## src/rtl/y_line_fetch.sv

```systemverilog
// Y line fetch: turns a decoded Y line-address pair into one or two line-memory
// reads and returns both lines together on a valid/ready result channel.
module y_line_fetch #(
  parameter int                ADDR_W    = 11,
  parameter int                DATA_W    = 256,
  parameter int                RD_LAT    = 1,        // legal range 1..7
  parameter logic [ADDR_W-1:0] NULL_ADDR = 11'h7FF,
  parameter logic [ADDR_W-1:0] MAX_ADDR  = 11'h7FE
) (
  input  logic              clock,
  input  logic              reset,
  input  logic              in_valid,
  output logic              in_ready,
  input  logic [ADDR_W-1:0] in_addr1,
  input  logic [ADDR_W-1:0] in_addr2,
  output logic              mem_rd_en,
  output logic [ADDR_W-1:0] mem_addr,
  input  logic [DATA_W-1:0] mem_rdata,
  output logic              out_valid,
  input  logic              out_ready,
  output logic [DATA_W-1:0] out_line1,
  output logic [DATA_W-1:0] out_line2,
  output logic              out_two,
  output logic [ADDR_W-1:0] out_addr1,
  output logic              err_range
);

  typedef enum logic [2:0] {IDLE, RD1, WAIT1, RD2, WAIT2, DONE} state_t;

  // Counter runs from 0 in the first wait cycle, so data is due when it hits RD_LAT-1.
  localparam logic [2:0] CNT_LAST = 3'(RD_LAT - 1);

  state_t            state_reg, state_next;
  logic [2:0]        cnt_reg;
  logic [ADDR_W-1:0] addr1_reg;
  logic [ADDR_W-1:0] addr2_reg;
  logic [ADDR_W-1:0] mem_addr_reg;
  logic              addr2_live_reg;
  logic              two_reg;
  logic              err_reg;
  logic [DATA_W-1:0] line1_reg;
  logic [DATA_W-1:0] line2_reg;

  logic accept;
  logic a1_null;
  logic a1_bad;
  logic a2_bad;
  logic a2_live;
  logic start;
  logic lat_hit;

  assign a1_null = (in_addr1 == NULL_ADDR);
  assign a1_bad  = !a1_null && (in_addr1 > MAX_ADDR);
  assign a2_bad  = (in_addr2 != NULL_ADDR) && (in_addr2 > MAX_ADDR);
  assign a2_live = (in_addr2 != NULL_ADDR) && !a2_bad;
  assign accept  = in_valid && (state_reg == IDLE);
  assign start   = accept && !a1_null && !a1_bad;
  assign lat_hit = (cnt_reg == CNT_LAST);

  always_comb begin
    state_next = state_reg;
    in_ready   = 1'b0;
    mem_rd_en  = 1'b0;
    out_valid  = 1'b0;
    case (state_reg)
      IDLE: begin
        in_ready = 1'b1;
        if (start) state_next = RD1;
      end
      RD1: begin
        mem_rd_en  = 1'b1;
        state_next = WAIT1;
      end
      WAIT1: begin
        if (lat_hit) state_next = addr2_live_reg ? RD2 : DONE;
      end
      RD2: begin
        mem_rd_en  = 1'b1;
        state_next = WAIT2;
      end
      WAIT2: begin
        if (lat_hit) state_next = DONE;
      end
      DONE: begin
        out_valid = 1'b1;
        if (out_ready) state_next = IDLE;
      end
      default: state_next = IDLE;
    endcase
  end

  always_ff @(posedge clock or negedge reset) begin
    if (!reset) begin
      state_reg <= IDLE;
    end else begin
      state_reg <= state_next;
    end
  end

  // A null first address is a silent drop; only malformed addresses raise the error pulse.
  always_ff @(posedge clock or negedge reset) begin
    if (!reset) begin
      err_reg        <= 1'b0;
      addr1_reg      <= NULL_ADDR;
      addr2_reg      <= NULL_ADDR;
      addr2_live_reg <= 1'b0;
      mem_addr_reg   <= NULL_ADDR;
      cnt_reg        <= 3'd0;
    end else begin
      err_reg <= accept && !a1_null && (a1_bad || a2_bad);
      if (start) begin
        addr1_reg      <= in_addr1;
        addr2_reg      <= in_addr2;
        addr2_live_reg <= a2_live;
        mem_addr_reg   <= in_addr1;
      end
      if (state_reg == WAIT1 && lat_hit && addr2_live_reg) begin
        mem_addr_reg <= addr2_reg;
      end
      if (state_reg == RD1 || state_reg == RD2) begin
        cnt_reg <= 3'd0;
      end else if (state_reg == WAIT1 || state_reg == WAIT2) begin
        cnt_reg <= cnt_reg + 3'd1;
      end
    end
  end

  // Result registers only change in the wait states, so they hold steady through DONE.
  always_ff @(posedge clock or negedge reset) begin
    if (!reset) begin
      line1_reg <= '0;
      line2_reg <= '0;
      two_reg   <= 1'b0;
    end else begin
      if (state_reg == WAIT1 && lat_hit) begin
        line1_reg <= mem_rdata;
        two_reg   <= 1'b0;
        if (!addr2_live_reg) line2_reg <= '0;
      end
      if (state_reg == WAIT2 && lat_hit) begin
        line2_reg <= mem_rdata;
        two_reg   <= 1'b1;
      end
    end
  end

  assign mem_addr  = mem_addr_reg;
  assign out_line1 = line1_reg;
  assign out_line2 = line2_reg;
  assign out_two   = two_reg;
  assign out_addr1 = addr1_reg;
  assign err_range = err_reg;

endmodule

```

## config.mk

```make
export PLATFORM = sky130hd
export DESIGN_NAME = y_line_fetch
export DESIGN_NICKNAME = d
export VERILOG_FILES = /design/src/rtl/y_line_fetch.sv
export SDC_FILE = /design/constraint.sdc
export NUM_CORES = 1
export LEC_CHECK = 0
export CAP_MARGIN = 10
export CORE_AREA = 2 2 323 325
export DETAILED_ROUTE_END_ITERATION = 10
export DIE_AREA = 0 0 325 327
export PLACE_DENSITY = 0.47
export SLEW_MARGIN = 10
export SYNTH_ARGS = -nofsm -noshare
export SYNTH_HDL_FRONTEND = slang
export SYNTH_SLANG_ARGS = --single-unit
```

## constraint.sdc

```tcl
create_clock -name clock -period 2 [get_ports clock]
set_input_delay 0.4 -clock clock [delete_from_list [all_inputs] [get_ports clock]]
set_output_delay 0.4 -clock clock [all_outputs]
set_load 0.01 [all_outputs]
```

* After elaboration in Yosys (flattened, before gate mapping)
Index checks and enable logic that the tools add are counted.
** Storage, ports and cells
- Register bits :: 554
- Word-level logic and storage cells :: 67
- Output and inout port bits :: 539
** Operators by class
- Mux-type cells :: 18
- Magnitude comparators :: 2
- $add $sub $neg :: 1
- Reduce and logical (&&, ||, !) cells :: 24
- Equality and inequality tests :: 12
** Operator list (count)
- $mux W256 :: 3
- $gt A11 B11 Y1 const B :: 2
- $mux W11 :: 2
- $mux W3 :: 7
- $pmux W3 S6 :: 1
- $eq A11 B11 Y1 const B :: 1
- $ne A11 B11 Y1 const B :: 1
- $logic_and A1 B1 Y1 :: 10
- $ne A2 B2 Y1 const B :: 4
- $eq A3 B2 Y1 const B :: 2
- $eq A3 B3 Y1 const B :: 2
- $logic_not A3 Y1 :: 2
- $reduce_bool A2 Y1 :: 3
- $mux W1 :: 5
- $reduce_and A4 Y1 :: 1
- $add A3 B1 Y3 const B :: 1
- $eq A3 B1 Y1 const B :: 1
- $logic_not A1 Y1 :: 3
- $logic_or A1 B1 Y1 :: 3
- $ne A2 B1 Y1 const B :: 1
- $reduce_and A2 Y1 :: 1
- $reduce_or A2 Y1 :: 1

* Logic depth before layout (Yosys ltp)
- Depth in word-level cells :: 7
- Gate-level depth with buffers :: 9
- Mapped depth without buffers :: 6

* Worst setup path after synthesis
Ideal clock, no wire load.
- Kind :: register -> register
- Start point :: register cnt_reg[0]
- End point :: register line1_reg[0], in the netlist out_line1[0]
- Path slack :: 0.142 ns
- Data arrival time :: 1.733 ns
- Stages on the path, launching flop included :: 8
- Clock period less this slack :: 1.858 ns
- Cells stage by stage :: dfrtp_1 > inv_1 > ha_1 > nor4b_2 > nand2_1 > clkbuf_1 > buf_2 > mux2_2
** On the way
- Longest elaborated chain between the ends :: 2
** RTL lines
- start, declared :: line 34 : logic [2:0] cnt_reg;
- start signal, assigned :: line 123 : cnt_reg <= cnt_reg + 3'd1;
- $logic_not A3 Y1 :: line 58 : assign lat_hit = (cnt_reg == CNT_LAST);
- $logic_and A1 B1 Y1 :: line 135 : if (state_reg == WAIT1 && lat_hit) begin
- end signal, assigned :: line 136 : line1_reg <= mem_rdata;
- end, declared :: line 41 : logic [DATA_W-1:0] line1_reg;
Every way passes these cells.
A chain may end at the register's enable or synchronous reset.

* Worst setup path in the final report
- Start point :: register state_reg[2]
- End point :: register line2_reg[156], in the netlist out_line2[156]
** On the way
- Longest elaborated chain between the ends :: 4
- Elaborated cells between the ends (all ways) :: 8
- Those cells by class :: 3 x eq/ne; 1 x mux; 4 x reduce/logical
** RTL lines
- start, declared :: line 33 : state_t state_reg, state_next;
- start signal, assigned :: line 96 : state_reg <= state_next;
- $eq A3 B3 Y1 or $eq A3 B2 Y1 (tied branches) :: line 140, 135
- $logic_and A1 B1 Y1, on equally long branches :: line 140, 135
- $ne A2 B1 Y1 (no source line) or $reduce_bool A2 Y1 (tied branches)
- $reduce_and A2 Y1 (no source line)
- end signal, assigned :: line 141 : line2_reg <= mem_rdata;
- end, declared :: line 42 : logic [DATA_W-1:0] line2_reg;
Several ways; a longest one is shown, not always the timed one.

==> results.json <==
{
  "wl_per_cell_um": 21.9,
  "fillCellCount": 10300,
  "grt_pass1_wl_mm": 115,
  "routed_via_density": 4.18,
  "synthTopCellsByCount": "521 x dfrtp_1, 260 x mux2_2, 256 x a22o_1",
  "required_ns": 2.49,
  "fp.dieH_um": 327,
  "grt_start_max_net_pins": 76,
  "hold_viol_final": 0,
  "synth_top_cell_by_area": "dfrtp_1",
  "ys_ff_latch": 554,
  "powerDensity_nw_per_um2": 1680,
  "crit_path_start": "state_reg[2]",
  "min_period_ns": 1.98,
  "fin_area_um2": 33600,
  "first_pass_iters": 4,
  "synth_top_area_share": 0.641,
  "rsz0062_at_grt": "yes",
  "timing.fmax_mhz": 506,
  "synth_area_leaders": "dfrtp_1 64%, mux2_2 14%, a22o_1 11%",
  "fin_nets": 2502,
  "syn_inst": 1291,
  "slew_headroom": 0.616,
  "synth.net_count": 1575,
  "status": "completed",
  "synth_seq_area_share": 0.684,
  "clk_path_buf_depth": 3,
  "hold_class": "in2async",
  "startpoint_type": "register",
  "ys_warn_count": 0,
  "fin_util": 0.326,
  "finClkSkew_ns": 0.0156,
  "grt_overflow": 0,
  "final-max-slew-violation-count": 0,
  "cts_made_buffers": 70,
  "row_count": 118,
  "reg2reg_from": "state_reg[2]",
  "totalWireLength_mm": 80.2,
  "crit_fanout": 18,
  "synth_edf_count": 0,
  "irDropWorstVdd_mv": 0.761,
  "antenna_found_initial": 11,
  "first_global_vias": 16800,
  "io_pins": 821,
  "clock-root-buffer": "clkbuf_16",
  "yosysMostFrequentCell": "dfrtp_1",
  "die_x_um": 325,
  "critPathKind": "reg2reg",
  "cts.sinks": 554,
  "gp_congestion": 0.852,
  "yosys.cell_types.count": 43,
  "start_util": 0.198,
  "core_um2": 103000,
  "postPlaceCellArea_um2": 31000,
  "cp.arrival_ns": 2.47,
  "track_usage": 0.144,
  "netlist_area_um2": 20300,
  "clk_latency_ns": 0.62,
  "finalSetupViolCount": 0,
  "end_kind": "register",
  "drt_iter0_markers": 784,
  "clk_pin_slew_ns": 0.06,
  "cts_tree": "done",
  "htree_num_levels": 3,
  "drc_errors": 0,
  "portBuffers": 820,
  "syn_area_per_cell_um2": 15.8,
  "hpwl_mm": 58.5,
  "area_growth_pct": 65.2,
  "worst_pin_slew_ns": 0.576,
  "cap_violations": 0,
  "antenna_left": 0,
  "ys_async_sr_fraction": 1.00,
  "synth-main-ff-cell": "dfrtp_1",
  "leakage_nw": 15.7,
  "vias": 15300,
  "post-route-period-util": 0.988,
  "die_area_um2": 106000,
  "drive_gt1_frac": 0.246
}
==> critical path, stage by stage, from the launching register on <==
cell       delay [ns]
dfrtp_2          0.43
buf_6            0.13
nor4b_4          0.33
nand2_4          0.10
o21ba_4          0.23
buf_12           0.16
clkbuf_16        0.20
a22o_1           0.18
==> cells by family after synthesis <==
| family | after synthesis | share of synthesized area |
|---|---|---|
| adder cells (fa/ha/maj) | 2 | 0.00123 |
| multiplexers | 268 | 0.150 |
| AND/OR/NAND/NOR | 59 | 0.0152 |
| other | 1 | 0.000184 |
| flip-flops | 554 | 0.684 |
| AO/OA/AOI/OAI | 296 | 0.124 |
| buffers and inverters | 111 | 0.0258 |
==> metrics by stage <==
step                cells   TNS, ns  worst slack [ns]  total power, mW  hold WS, ns
floorplan            1291         0             0.142             29.7        0.104
global placement     3508    -10.64            -0.269             45.3        0.369
detailed placement   3508    -31.64            -0.285             45.6        0.372
CTS                  3639  -0.00797          -0.00797             56.9        0.270
global route         3659    -0.496           -0.0182             59.4        0.314
finish               3660         0            0.0244             56.4        0.322
==> cell usage in the layout, fill, tap and decap left out, types with 14 or more instances in the layout <==
cell / netlist / routed
dfrtp_1: 521 / 517
clkdlybuf4s50_1: 0 / 445
clkbuf_1: 27 / 15
dlymetal6s2s_1: 0 / 33
inv_1: 15 / 14
buf_6: 1 / 15
dlygate4sd2_1: 0 / 338
dfstp_2: 33 / 33
clkbuf_16: 0 / 82
nand2_1: 17 / 16
buf_12: 1 / 23
clkbuf_8: 0 / 20
nor2_1: 16 / 16
buf_4: 1 / 75
mux2_2: 260 / 260
a22o_1: 256 / 256
==> report_power, final <==
part	switching [mW]	leakage [nW]	internal, mW
Sequential	2.96	6.68	16.9
Combinational	10.4	7.85	13.2
Clock	5.14	1.17	7.86
==> path summary, 6_finish.rpt <==
kind                             endpoint  slack, ns  depth (start not counted)
max in group asynchronous  out_line2[170]       0.67                          3
min in group clock           out_addr1[5]       0.40                          3
min                         out_line1[30]       0.32                          2
max                        out_line2[156]       0.02                          7
max reg2reg                out_line2[156]       0.02                          7
min reg2reg                  mem_addr[10]       0.47                          2
==> metal layers <==
metal / vias up / part of all wire / GRT usage
met3: 125 / 0.072 / 0.0464
met2: 578 / 0.51 / 0.249
met4: 2 / 0.035 / 0.0652
met1: 7939 / 0.38 / 0.161
met5: - / 0.00019 / 0
li1: 6673 / - / -
==> what timing repair did <==
action	4_1_cts	5_1_grt
pin swaps	0	2
setup buffers	4	0
resized for setup	366	60
endpoints found under the setup margin	781	480
gates cloned	1	12
hold endpoints to repair	13	0
hold buffers	1	0
==> cell type report <==
class,instances,area (µm²),share of cell area
antenna,9,22.5,0.000670
clock buffer,108,2160,0.0643
clock inverter,17,229,0.00682
inverter,15,56.3,0.00168
multi-input combinational,626,5980,0.178
sequential,554,13900,0.414
tap,1380,1730,0.0514
timing repair buffer,951,9510,0.283
(Power assumes the default switching activity.)
